File: config.mk
export PLATFORM = sky130hd
export DESIGN_NAME = pipeline_hazard_ctrl
export DESIGN_NICKNAME = d
export VERILOG_FILES = /design/src/rtl/pipeline_hazard_ctrl.sv
export SDC_FILE = /design/constraint.sdc
export NUM_CORES = 1
export LEC_CHECK = 0
export CORE_MARGIN = 2
export CORE_UTILIZATION = 43
export CTS_CLUSTER_DIAMETER = 50
export CTS_CLUSTER_SIZE = 25
export DETAILED_ROUTE_END_ITERATION = 10
export GPL_TIMING_DRIVEN = 0
export HOLD_SLACK_MARGIN = 0.05
export PLACE_DENSITY_LB_ADDON = 0.25
export SYNTH_ARGS = -nofsm -noshare
export SYNTH_HDL_FRONTEND = slang
export SYNTH_SLANG_ARGS = --single-unit
File: constraint.sdc
create_clock -name clock -period 2.35 [get_ports clock]
set_input_delay 0.47 -clock clock [delete_from_list [all_inputs] [get_ports clock]]
set_output_delay 0.47 -clock clock [all_outputs]
set_load 0.005 [all_outputs]
File: src/rtl/pipeline_hazard_ctrl.sv
// ============================================================================
// pipeline_hazard_ctrl : stall/flush sequencer and multdiv handshake for the
//                        5-stage pipeline (load-use, control flush, multdiv).
// Revision 1.0 - initial release
// ============================================================================
`default_nettype none

module pipeline_hazard_ctrl #(
    parameter int MD_TIMEOUT = 40,
    parameter int TCNT_W     = 6,
    parameter int SCNT_W     = 32
) (
    input  logic              clock,
    input  logic              reset,
    input  logic [31:0]       insn_fd,
    input  logic [31:0]       insn_dx,
    input  logic              branch_taken,
    input  logic              md_ready,
    input  logic              md_exception,
    output logic              pc_we,
    output logic              fd_we,
    output logic              dx_we,
    output logic              fd_flush,
    output logic              dx_flush,
    output logic              xm_bubble,
    output logic              ctrl_MULT,
    output logic              ctrl_DIV,
    output logic              md_busy,
    output logic              md_error,
    output logic [SCNT_W-1:0] stall_cycles
);

    localparam logic [4:0] C_OP_RTYPE = 5'b00000;
    localparam logic [4:0] C_OP_J     = 5'b00001;
    localparam logic [4:0] C_OP_BNE   = 5'b00010;
    localparam logic [4:0] C_OP_JAL   = 5'b00011;
    localparam logic [4:0] C_OP_JR    = 5'b00100;
    localparam logic [4:0] C_OP_ADDI  = 5'b00101;
    localparam logic [4:0] C_OP_BLT   = 5'b00110;
    localparam logic [4:0] C_OP_SW    = 5'b00111;
    localparam logic [4:0] C_OP_LW    = 5'b01000;
    localparam logic [4:0] C_OP_BEX   = 5'b10110;
    localparam logic [4:0] C_ALU_MUL  = 5'b00110;
    localparam logic [4:0] C_ALU_DIV  = 5'b00111;

    localparam logic [TCNT_W-1:0] C_TLAST = TCNT_W'(MD_TIMEOUT - 1);
    localparam logic [SCNT_W-1:0] C_SMAX  = '1;

    typedef enum logic [1:0] {
        S_IDLE = 2'd0,
        S_BUSY = 2'd1,
        S_DONE = 2'd2
    } state_t;

    state_t              state_q, state_d;
    logic [TCNT_W-1:0]   tcnt_q, tcnt_d;
    logic                err_q, err_d;
    logic [SCNT_W-1:0]   stall_q;

    // ------------------------------------------------------------------
    // Field decode
    // ------------------------------------------------------------------
    logic [4:0] w_fd_op, w_fd_rd, w_fd_rs, w_fd_rt;
    logic [4:0] w_dx_op, w_dx_rd, w_dx_alu;

    assign w_fd_op  = insn_fd[31:27];
    assign w_fd_rd  = insn_fd[26:22];
    assign w_fd_rs  = insn_fd[21:17];
    assign w_fd_rt  = insn_fd[16:12];
    assign w_dx_op  = insn_dx[31:27];
    assign w_dx_rd  = insn_dx[26:22];
    assign w_dx_alu = insn_dx[6:2];

    logic w_unused;
    assign w_unused = ^{insn_fd[11:0], insn_dx[21:7], insn_dx[1:0]};

    logic w_dx_mul, w_dx_div, w_dx_md;
    assign w_dx_mul = (w_dx_op == C_OP_RTYPE) && (w_dx_alu == C_ALU_MUL);
    assign w_dx_div = (w_dx_op == C_OP_RTYPE) && (w_dx_alu == C_ALU_DIV);
    assign w_dx_md  = w_dx_mul || w_dx_div;

    logic w_ctrl_xfer;
    assign w_ctrl_xfer = (w_dx_op == C_OP_J) || (w_dx_op == C_OP_JAL) ||
                         (w_dx_op == C_OP_JR) ||
                         (branch_taken && ((w_dx_op == C_OP_BNE) ||
                                           (w_dx_op == C_OP_BLT) ||
                                           (w_dx_op == C_OP_BEX)));

    // Which source register fields of the F/D instruction are actually read
    logic w_use_rs, w_use_rt, w_use_rd;
    always_comb begin
        w_use_rs = 1'b0;
        w_use_rt = 1'b0;
        w_use_rd = 1'b0;
        case (w_fd_op)
            C_OP_RTYPE: begin
                w_use_rs = 1'b1;
                w_use_rt = 1'b1;
            end
            C_OP_ADDI, C_OP_LW: w_use_rs = 1'b1;
            C_OP_SW, C_OP_BNE, C_OP_BLT: begin
                w_use_rs = 1'b1;
                w_use_rd = 1'b1;
            end
            C_OP_JR: w_use_rd = 1'b1;
            default: ;
        endcase
    end

    logic w_load_use;
    assign w_load_use = (w_dx_op == C_OP_LW) && (w_dx_rd != 5'd0) &&
                        ((w_use_rs && (w_fd_rs == w_dx_rd)) ||
                         (w_use_rt && (w_fd_rt == w_dx_rd)) ||
                         (w_use_rd && (w_fd_rd == w_dx_rd)));

    // ------------------------------------------------------------------
    // Next-state and raw output decode
    // ------------------------------------------------------------------
    logic w_pc_we, w_fd_we, w_dx_we, w_fd_flush, w_dx_flush, w_xm_bubble;
    logic w_mult, w_div, w_busy, w_error;

    always_comb begin
        state_d     = state_q;
        tcnt_d      = tcnt_q;
        err_d       = err_q;
        w_pc_we     = 1'b1;
        w_fd_we     = 1'b1;
        w_dx_we     = 1'b1;
        w_fd_flush  = 1'b0;
        w_dx_flush  = 1'b0;
        w_xm_bubble = 1'b0;
        w_mult      = 1'b0;
        w_div       = 1'b0;
        w_busy      = 1'b0;
        w_error     = 1'b0;
        case (state_q)
            S_IDLE: begin
                if (w_dx_md) begin
                    w_pc_we     = 1'b0;
                    w_fd_we     = 1'b0;
                    w_dx_we     = 1'b0;
                    w_xm_bubble = 1'b1;
                    w_busy      = 1'b1;
                    w_mult      = w_dx_mul;
                    w_div       = w_dx_div;
                    tcnt_d      = '0;
                    err_d       = 1'b0;
                    state_d     = S_BUSY;
                end else if (w_ctrl_xfer) begin
                    w_fd_flush = 1'b1;
                    w_dx_flush = 1'b1;
                end else if (w_load_use) begin
                    w_pc_we    = 1'b0;
                    w_fd_we    = 1'b0;
                    w_dx_flush = 1'b1;
                end
            end
            S_BUSY: begin
                w_pc_we     = 1'b0;
                w_fd_we     = 1'b0;
                w_dx_we     = 1'b0;
                w_xm_bubble = 1'b1;
                w_busy      = 1'b1;
                tcnt_d      = tcnt_q + 1'b1;
                // A result arriving on the final allowed cycle beats the timeout
                if (md_ready) begin
                    err_d   = md_exception;
                    state_d = S_DONE;
                end else if (tcnt_q == C_TLAST) begin
                    err_d   = 1'b1;
                    state_d = S_DONE;
                end
            end
            S_DONE: begin
                w_error = err_q;
                tcnt_d  = '0;
                err_d   = 1'b0;
                state_d = S_IDLE;
            end
            default: begin
                tcnt_d  = '0;
                err_d   = 1'b0;
                state_d = S_IDLE;
            end
        endcase
    end

    assign pc_we        = reset & w_pc_we;
    assign fd_we        = reset & w_fd_we;
    assign dx_we        = reset & w_dx_we;
    assign fd_flush     = reset & w_fd_flush;
    assign dx_flush     = reset & w_dx_flush;
    assign xm_bubble    = reset & w_xm_bubble;
    assign ctrl_MULT    = reset & w_mult;
    assign ctrl_DIV     = reset & w_div;
    assign md_busy      = reset & w_busy;
    assign md_error     = reset & w_error;
    assign stall_cycles = stall_q;

    // ------------------------------------------------------------------
    // State, timeout counter and stall counter
    // ------------------------------------------------------------------
    always_ff @(posedge clock or negedge reset) begin
        if (!reset) begin
            state_q <= S_IDLE;
            tcnt_q  <= '0;
            err_q   <= 1'b0;
            stall_q <= '0;
        end else begin
            state_q <= state_d;
            tcnt_q  <= tcnt_d;
            err_q   <= err_d;
            if (!w_pc_we && (stall_q != C_SMAX)) begin
                stall_q <= stall_q + 1'b1;
            end
        end
    end

endmodule

`default_nettype wire

==> results.sh <==
export IMPL_worstSetupStartpointType="input pin"
export IMPL_port_buffers=81
export IMPL_avgSynthCellArea_um2=10.0
export IMPL_viasPerCell=5.42
export IMPL_post_route_period_util=0.971
export IMPL_grt_use_total=0.213
export IMPL_yosys_warnings=0
export IMPL_worstSkewPairLatency_ns=0.29
export IMPL_worst_ep_arrival_time_ns=1.81
export IMPL_place_hpwl_um=5110
export IMPL_min_path_type="in -> async"
export IMPL_num_vias=2374
export IMPL_fmax_mhz=438
export IMPL_skew_ns=0.00745
export IMPL_clock_sinks=41
export IMPL_cts_tree="built"
export IMPL_htreeDepth=2
export IMPL_slew_headroom=0.503
export IMPL_drv_cap=0
export IMPL_hold_viol_final=0
export IMPL_synth_top_area_share=0.385
export IMPL_yosys_register_bits=41
export IMPL_ys_seq_area_frac=0.385
export IMPL_final_max_slew_viol_count=0
export IMPL_drive_gt1_frac=0.270
export IMPL_syn_area_um2=2670
export IMPL_preCtsSetupSlack_ns=-0.859
export IMPL_critical_path_endpoint_type="output pin"
export IMPL_drt_iter0_drc=131
export IMPL_antenna_found_initial=0
export IMPL_die_y_um=82.7
export IMPL_drc=0
export IMPL_synth_compound_area_frac=0.0516
export IMPL_grt_max_degree=30
export IMPL_dr_pass1_iters=4
export IMPL_dieArea_um2=6850
export IMPL_grt_pass1_wl_um=11300
export IMPL_num_rows=28
export IMPL_synth_top_family_by_area="simple AND/OR/NAND/NOR gates"
export IMPL_final_core_util=0.640
export IMPL_die_x_um=82.7
export IMPL_worst_pin_slew_ns=0.744
export IMPL_ir_drop_mv=0.354
export IMPL_synthTopCellsByArea="dfrtp_1 (38%), xor2_1 (9.9%), nor4_2 (9.4%)"
export IMPL_synthMuxAreaShare=0.00939
export IMPL_path_clk_slew_ns=0.08
export IMPL_ff2ff_path_depth=7
export IMPL_yosys_area_share_xor_xnor=0.157
export IMPL_num_antenna_cells=0
export IMPL_drtAntennaViolNets=0
export IMPL_p_per_area_nw_per_um2=400
export IMPL_grt_ovfl_total=0
export IMPL_period_needed_ns=2.28
export IMPL_syn_nets=337
export IMPL_synth_top_cell_by_area="dfrtp_1"
export IMPL_initial_core_util=0.448
export IMPL_yosys_area_share_simple=0.336
export IMPL_leakagePower_nw=1.73
export IMPL_layout_nets=433
export IMPL_gp_congestion=0.798
export IMPL_coreArea_um2=5960
export IMPL_numCtsBuffers=5
export IMPL_setup_viol_count_final=0
export IMPL_wl_per_cell_um=15.7
export IMPL_pin_count=111
export IMPL_crit_required_ns=1.88
export IMPL_worstSetupPathType="in -> out"
export IMPL_area_delta_synth_final_pct=43.0
export IMPL_crit_fanout=3
export IMPL_rsz0062_at_grt="yes"
export IMPL_cts_path_max_buffers=2
export IMPL_setup_ws_ns=0.0689
export IMPL_cts_root_buf="clkbuf_8"
export IMPL_ys_types=48
export IMPL_drt_total_wl_um=6860
export IMPL_status="completed"
export IMPL_syn_instance_count=266
export IMPL_grt_pass1_vias=2393
export IMPL_yosys_area_share_adder=0.0136
[placed cells by master (no fill, tap or decap), drive strengths merged, types with 10 or more instances in the layout]
cell / instances
dlygate4sd2: 20
nor4: 23
dfrtp: 41
nor2: 18
nand4: 10
xor2: 30
nand2: 24
xnor2: 17
buf: 30
clkbuf: 11
o21ai: 15
nor3: 14
nand3: 15
clkdlybuf4s50: 39
[through the flow]
step	std cells	instance area, um2	setup TNS [ns]	power (W)	hold WS (ns)
2_1_floorplan	266	2670	0	0.000879	0.174
3_3_place_gp	422	3570	-40.04	0.00103	0.475
3_5_place_dp	423	3590	-17.49	0.00104	0.427
4_1_cts	438	3740	0	0.00152	0.0994
5_1_grt	438	3810	-0.0956	0.00159	0.105
6_report	438	3810	0	0.00152	0.0999
[registers in the layout (all words and copies together) (netlist names)]
name and flops:
stall_cycles 32, tcnt_q 6, state_q 2, err_q 1
[area by class of cell]
class	count	area, um2
clock buffer	6	82.6
tap	75	93.8
timing repair buffer	90	836
buffer	10	97.6
clock inverter	2	13.8
sequential	41	1030
multi-input combinational	206	1630
inverter	8	30.0
fill	534	2140
[per-layer routing]
| metal | part of all wire | track usage |
|---|---|---|
| met1 | 0.41 | 0.257 |
| met2 | 0.53 | 0.376 |
| met3 | 0.051 | 0.0554 |
| met4 | 0.0066 | 0.0590 |
| met5 | 0 | 0 |
[synthesized netlist by cell type (all sizes together)]
master,instances
dfrtp,41
xor2,30
nand2,24
nor4,23
nor2,18
xnor2,17
nand3,15
o21ai,15
nor3,14
buf,10
nand4,10
inv,8
and3,5
nand3b,4
or4,4
a31oi,3
and4,2
ha,2
nand4b,2
nor2b,2
a21o,1
a21oi,1
a22o,1
and2,1
and3b,1
clkbuf,1
maj3,1
mux2,1
mux2i,1
nand2b,1
nor4b,1
nor4bb,1
o2111ai,1
o21a,1
o22ai,1
or2,1
or3,1
[what timing repair did]
| action | CTS | global route |
|---|---|---|
| setup buffers | 7 | 0 |
| hold buffers | 1 | 0 |
| gates cloned | 0 | 0 |
| pin swaps | 26 | 23 |
| resized for setup | 92 | 44 |
| endpoints found under the hold margin | 17 | 0 |
| setup endpoints to repair | 40 | 38 |
[logic make-up after synthesis]
kind of cell / count (synthesis)
muxes: 2
xor gates and xnor gates: 47
DFF: 41
buffers and inverters: 19
and+or+nand+nor: 130
adders and majority gates: 3
AOI/OAI and AO/OA: 24
[power by group]
group          switching [W]  total [W]  internal (W)
Sequential         0.0000459   0.000787      0.000741
Combinational       0.000109   0.000245      0.000136
Clock               0.000254   0.000492      0.000238
Total               0.000408    0.00152       0.00112
[worst max-delay path: stages]
cell and delay (ns):
clkdlybuf4s50_1 0.49, mux2i_1 0.08, o21ai_1 0.11, nand3b_1 0.15, nor2b_1 0.18, nor3_1 0.18
buf_2 0.14
[path summary, 6_finish.rpt]
check / slack (ns) / to / start
hold / removal: 0.1 / stall_cycles[15]$_DFFE_PN0P_ / reset
max in group asynchronous: 1.09 / stall_cycles[27]$_DFFE_PN0P_ / reset
setup / recovery: 0.07 / dx_flush / branch_taken
setup reg to reg: 0.14 / stall_cycles[27]$_DFFE_PN0P_ / stall_cycles[2]$_DFFE_PN0P_
min in group clock: 0.49 / stall_cycles[4]$_DFFE_PN0P_ / stall_cycles[4]$_DFFE_PN0P_
hold reg to reg: 0.49 / stall_cycles[4]$_DFFE_PN0P_ / stall_cycles[4]$_DFFE_PN0P_
(Power assumes the default switching activity.)
